<file path="src/rtl/jcnt_pkg.sv">
// Shared constants and helper functions for the Johnson / one-hot ring counter.
// Helpers work on a MAX_W-wide vector; callers zero-extend and pass the live width.
package jcnt_pkg;

    localparam int unsigned MODE_JOHNSON = 0;
    localparam int unsigned MODE_RING    = 1;
    localparam int unsigned MAX_W        = 32;

    // Counter state for phase index idx in a w-bit counter of the given mode.
    function automatic logic [MAX_W-1:0] encode_phase(
        input int unsigned idx,
        input int unsigned w,
        input int unsigned mode
    );
        logic [MAX_W-1:0] v;
        v = '0;
        for (int unsigned i = 0; i < MAX_W; i++) begin
            if (i < w) begin
                if (mode == MODE_RING)
                    v[i] = (i == idx);
                else if (idx <= w)
                    v[i] = (i < idx);
                else
                    v[i] = (i >= idx - w);
            end
        end
        return v;
    endfunction

    // Johnson: at most one adjacent-bit transition in q[w-1:0]; ring: exactly one bit set.
    function automatic logic is_legal(
        input logic [MAX_W-1:0] q,
        input int unsigned      w,
        input int unsigned      mode
    );
        int unsigned ones;
        int unsigned trans;
        ones  = 0;
        trans = 0;
        for (int unsigned i = 0; i < MAX_W; i++) begin
            if (i < w && q[i])
                ones++;
        end
        for (int unsigned i = 0; i < MAX_W - 1; i++) begin
            if (i + 1 < w && q[i] != q[i+1])
                trans++;
        end
        if (mode == MODE_RING)
            return (ones == 1);
        return (trans <= 1);
    endfunction

endpackage

</file>
<file path="src/rtl/johnson_phase_decode.sv">
// Combinational decode of counter state to a binary phase index; illegal states decode to 0.
module johnson_phase_decode
    import jcnt_pkg::*;
#(
    parameter int unsigned WIDTH = 4,
    parameter int unsigned MODE  = 0,
    parameter int unsigned PW    = 3
) (
    input  logic [WIDTH-1:0] i_q,
    output logic [PW-1:0]    o_phase_c,
    output logic             o_legal_c
);

    int unsigned w_ones;
    int unsigned w_idx;

    always_comb begin
        w_ones    = 0;
        w_idx     = 0;
        o_phase_c = '0;
        o_legal_c = is_legal(MAX_W'(i_q), WIDTH, MODE);
        for (int unsigned i = 0; i < WIDTH; i++) begin
            if (i_q[i]) begin
                w_ones++;
                w_idx = i;
            end
        end
        if (o_legal_c) begin
            if (MODE == MODE_RING)
                o_phase_c = PW'(w_idx);
            else if (!i_q[WIDTH-1])
                o_phase_c = PW'(w_ones);
            else
                o_phase_c = PW'(2 * WIDTH - w_ones);
        end
    end

endmodule

</file>
<file path="src/rtl/johnson_counter_n.sv">
// Parametrised Johnson / one-hot ring counter with phase load, phase decode and wrap strobe.
// Define JCNT_SELF_CORRECT_EN to enable illegal-state detection and recovery.
module johnson_counter_n
    import jcnt_pkg::*;
#(
    parameter  int unsigned WIDTH = 4,
    parameter  int unsigned MODE  = 0,
    localparam int unsigned PW    = $clog2(2 * WIDTH)
) (
    input  logic             clk,
    input  logic             rst,
    input  logic             en,
    input  logic             dir,
    input  logic             load,
    input  logic [PW-1:0]    load_phase,
    output logic [WIDTH-1:0] q,
    output logic [PW-1:0]    phase,
    output logic             wrap,
    output logic             load_err,
    output logic             illegal
);

    localparam int unsigned      NSTATE = (MODE == MODE_RING) ? WIDTH : 2 * WIDTH;
    localparam logic [WIDTH-1:0] RST_Q  = (MODE == MODE_RING) ? WIDTH'(1) : '0;

    generate
        if (WIDTH < 2 || WIDTH > MAX_W || MODE > 1) begin : g_bad_param
            $error("johnson_counter_n: illegal WIDTH/MODE parameters");
        end
    endgenerate

    logic [WIDTH-1:0] r_q;
    logic             r_wrap;
    logic             r_load_err;
    logic             r_illegal;

    logic [WIDTH-1:0] w_q_nxt;
    logic [WIDTH-1:0] w_step;
    logic             w_wrap_nxt;
    logic             w_load_err_nxt;
    logic             w_illegal_nxt;
    logic [PW-1:0]    w_phase;
    logic             w_legal;

    johnson_phase_decode #(
        .WIDTH (WIDTH),
        .MODE  (MODE),
        .PW    (PW)
    ) u_decode (
        .i_q       (r_q),
        .o_phase_c (w_phase),
        .o_legal_c (w_legal)
    );

    // Priority: load, then self-correction (when built in), then en step, else hold.
    always_comb begin
        w_q_nxt        = r_q;
        w_wrap_nxt     = 1'b0;
        w_load_err_nxt = 1'b0;
        w_illegal_nxt  = 1'b0;

        if (MODE == MODE_RING)
            w_step = dir ? {r_q[WIDTH-2:0], r_q[WIDTH-1]} : {r_q[0], r_q[WIDTH-1:1]};
        else
            w_step = dir ? {r_q[WIDTH-2:0], ~r_q[WIDTH-1]} : {~r_q[0], r_q[WIDTH-1:1]};

        if (load) begin
            if (32'(load_phase) < NSTATE)
                w_q_nxt = WIDTH'(encode_phase(32'(load_phase), WIDTH, MODE));
            else
                w_load_err_nxt = 1'b1;
        end
`ifdef JCNT_SELF_CORRECT_EN
        else if (!w_legal) begin
            w_q_nxt       = RST_Q;
            w_illegal_nxt = 1'b1;
        end
`endif
        else if (en) begin
            w_q_nxt    = w_step;
            w_wrap_nxt = dir ? (w_phase == PW'(NSTATE - 1))
                             : (w_phase == '0 && w_legal);
        end
    end

    always_ff @(posedge clk or negedge rst) begin
        if (!rst) begin
            r_q        <= RST_Q;
            r_wrap     <= 1'b0;
            r_load_err <= 1'b0;
            r_illegal  <= 1'b0;
        end else begin
            r_q        <= w_q_nxt;
            r_wrap     <= w_wrap_nxt;
            r_load_err <= w_load_err_nxt;
            r_illegal  <= w_illegal_nxt;
        end
    end

    assign q        = r_q;
    assign phase    = w_phase;
    assign wrap     = r_wrap;
    assign load_err = r_load_err;
    assign illegal  = r_illegal;

endmodule
</file>
<file path="config.mk">
export PLATFORM = sky130hd
export DESIGN_NAME = johnson_counter_n
export DESIGN_NICKNAME = d
export VERILOG_FILES = /design/src/rtl/jcnt_pkg.sv /design/src/rtl/johnson_phase_decode.sv /design/src/rtl/johnson_counter_n.sv
export SDC_FILE = /design/constraint.sdc
export NUM_CORES = 1
export LEC_CHECK = 0
export BUFFER_PORTS_ARGS = -buffer_cell sky130_fd_sc_hd__buf_2
export CORE_UTILIZATION = 55
export DETAILED_ROUTE_END_ITERATION = 6
export GPL_ROUTABILITY_DRIVEN = 0
export PLACE_DENSITY_LB_ADDON = 0.05
export SKIP_LAST_GASP = 1
export SLEW_MARGIN = 20
export SYNTH_ARGS = -nofsm -noshare
export SYNTH_HDL_FRONTEND = slang
export SYNTH_HIERARCHICAL = 1
export SYNTH_SLANG_ARGS = --single-unit
export TNS_END_PERCENT = 50
</file>
<file path="constraint.sdc">
create_clock -name clk -period 4.1 [get_ports clk]
set_input_delay 0.615 -clock clk [delete_from_list [all_inputs] [get_ports clk]]
set_output_delay 0.615 -clock clk [all_outputs]
set_load 0.02 [all_outputs]
</file>
==> summary.md <==
| Metric | Value |
|---|---|
| Wire length per cell | 11.4 um |
| Lkg Pwr | 0.392 nW |
| Clock Skew | 0.00819 ns |
| IO buf count | 15 |
| Final instance area | 791 um2 |
| Number of core rows | 12 |
| CP startpoint kind | flip-flop |
| Critical path's slowest cell | dfrtp_1 |
| Post-CTS setup buffer count | 0 |
| Post-Place Cells | 110 |
| Initial Util | 0.622 |
| Area contributors post-synth | dfrtp_1 17%, ha_1 15%, nor2_1 5.2%, buf_6 4.6%, mux2i_1 4.1% |
| DRT iter0 DRCs | 8 |
| Ys flop type | dfrtp_1 |
| Cells after synthesis | between 80 and 90 |
| Root Driver | clkbuf_4 |
| Leading area contributor after synthesis | dfrtp_1 |
| Max-cap violations | 0 |
| Syn Area/Cell | 8.37 um2 |
| Top Ports | 18 |
| Clock buffer count from CTS | 3 |
| Initial antenna violation count | 0 |
| Cell chain of the critical path | inv_1, ha_1, xor2_1, ha_1, nand3b_1, o22ai_1, o21ai_0, a21oi_1, buf_2 |
| Number of synthesized flops with an enable pin | 0 |
| First-pass GRT wire length | 2200 um |
| Layout cell share with drive strength beyond 1 | 0.290 |
| First-pass DRT Iterations | 4 |
| Final period util | 0.831 |
| Residual DRC | 0 |
| Number of synthesis warnings | 6 |
| CTS Sinks | 5 |
| Gr ovfl total | 0 |
| Clk_lat worst skew | around 0.24 ns |
| Worst hold path type | in2async |
| Die height | 38.4 um |
| VDD IR max | 0.000322 V |
| Number of diodes | 0 |
| Worst slew pin tran | about 0.53 ns |
| Synth unique cells | 38 |
| FILL cells | 98 |
| Critical Path Sink Type | output pin |
| Data arrival, critical path | 2.79 ns |
| Antenna-violating nets left | 0 |
| Critical Path Most Common Cell | ha_1 |
| Post-DP Area | 764 um2 |
| Hold buffers post-CTS | 0 |
| Final hold viol count | 0 |
| Largest net degree at the start of global routing | 16 |
| Final setup TNS | 0 ns |
| Util after Layout | 0.675 |
| TritonCTS clock tree | built |
| Outcome | finished, final reports clean |
| Max Root-Sink Buffers | 2 |
| Number of global-route vias before repair | approximately 560 |
| Die area | about 1500 um2 |
| DP HPWL | about 1000 um |
| PD cells | 390 nW/um2 |
| Final Non-Filler Cells | 114 |
| Max-slew headroom | 0.645 |
| CP max stage delay | 0.54 ns |
| Vias | 625 |
| Async SR Flop Fraction | 1.00 |
| GR Util All Layers | 0.218 |
| Vias per inst | 5.48 |
| FF+latch count, synth | 5 |
| CTS H-tree lvls | 1 |
| Register area share after synthesis | 0.172 |
| Buf/Inv on CP | 2 |
| WP data required | 3.48 ns |
| Pre-CTS setup slack | between 0.9 and 1 ns |
| Post-CTS sizing | 0 |
| Area grow syn2layout | 8.59% |
| Syn Std Cell Area | roughly 730 um2 |
| Final worst setup slack | 0.692 ns |
| Minimum clock period | 3.41 ns |
| Core footprint | 1170 um2 |
| Crit Path Class | reg2out |
| Final layout net count | roughly 120 |
| Drt total wl | 1300 um |
| CTS clk-pin slew, worst paths | 0.05 ns |
| Top delay family on crit path | adder cells |
| Final setup violation count | 0 |
| Slew Limit Fails | 0 |
| Top-area cell type share of the netlist area | 0.172 |
| Max Fclk | around 290 MHz |
| DIE WIDTH | approximately 38 um |
| CP max FO | 10 |
| RSZ-0062 raised after global routing | no |
metal layers:
metal,up-vias,global-route usage,wire length (um)
li1,323,-,-
met1,290,0.252,614
met2,10,0.398,652
met3,2,0.0698,26
met4,0,0.0259,4
met5,-,0,0
registers in the layout, indices dropped and copies added, names as in the netlist:
signal  count
q           4
wrap        1
kinds of logic after synthesis:
family                   synth area share
AND/OR/NAND/NOR                     0.239
AO/OA/AOI/OAI                       0.206
buffers and inverters               0.124
adder cells (fa/ha/maj)             0.155
flip-flops                          0.172
XOR/XNOR                           0.0584
multiplexers                       0.0412
other                             0.00515
synthesized netlist by cell type (2+ instances only):
library cell and instances:
a211oi_1 3, nand2_1 3, o21ai_0 5, o22ai_1 2, nor2_1 10, nand3b_1 2
nor2b_1 2, a21oi_1 3, dfrtp_1 5, xor2_1 2, ha_1 9, mux2i_1 3
inv_1 8, and2_2 2, buf_6 3, buf_4 3
per-stage QoR:
stage	hold slack, ns	total power, W
final	0.176	0.000308
after global routing	0.166	0.000339
after CTS	0.172	0.000311
after detailed placement	0.430	0.000253
after global placement	0.428	0.000250
after floorplan	0.319	0.000221
where the power goes:
part	internal (W)	switching, W	leakage (nW)
Combinational	0.0000749	0.000106	0.317
Sequential	0.0000548	0.0000163	0.0606
Clock	0.0000367	0.0000194	0.0150
cells in the final DEF (no fill, tap or decap), types with 2 or more instances in the layout:
| cell | netlist | routed |
|---|---|---|
| a211oi_1 | 3 | 3 |
| a21oi_1 | 3 | 3 |
| and2_2 | 2 | 2 |
| buf_2 | 0 | 15 |
| clkbuf_4 | 0 | 3 |
| conb_1 | 1 | 2 |
| dfrtp_1 | 5 | 5 |
| ha_1 | 9 | 9 |
| inv_1 | 8 | 8 |
| mux2i_1 | 3 | 3 |
| nand2_1 | 3 | 3 |
| nand3b_1 | 2 | 2 |
| nor2_1 | 10 | 10 |
| nor2b_1 | 2 | 2 |
| o21ai_0 | 5 | 5 |
| o22ai_1 | 2 | 2 |
| xor2_1 | 2 | 2 |
path summary, 6_finish.rpt:
check | slack (ns) | start | end | cells after the start
worst max register to register | 1.22 | q[1] | wrap | 10
worst max-delay path | 0.69 | q[1] | phase[2] | 9
worst min register to register | 0.76 | q[0] | q[0] | 3
min in group clk | 0.66 | load | wrap | 2
max in group asynchronous | 3.79 | rst | q[1] | 1
worst min-delay path | 0.18 | rst | wrap | 1
cell type report:
cell class	count	area [um2]	share of cell area
multi-input cells	68	517	0.653
flip-flops and latches	5	125	0.158
clock buffers	4	26.3	0.0332
inverters	8	30.0	0.0380
well taps	14	17.5	0.0222
repair buffers	15	75.1	0.0949
No activity file was read; power rests on OpenSTA's default activity.
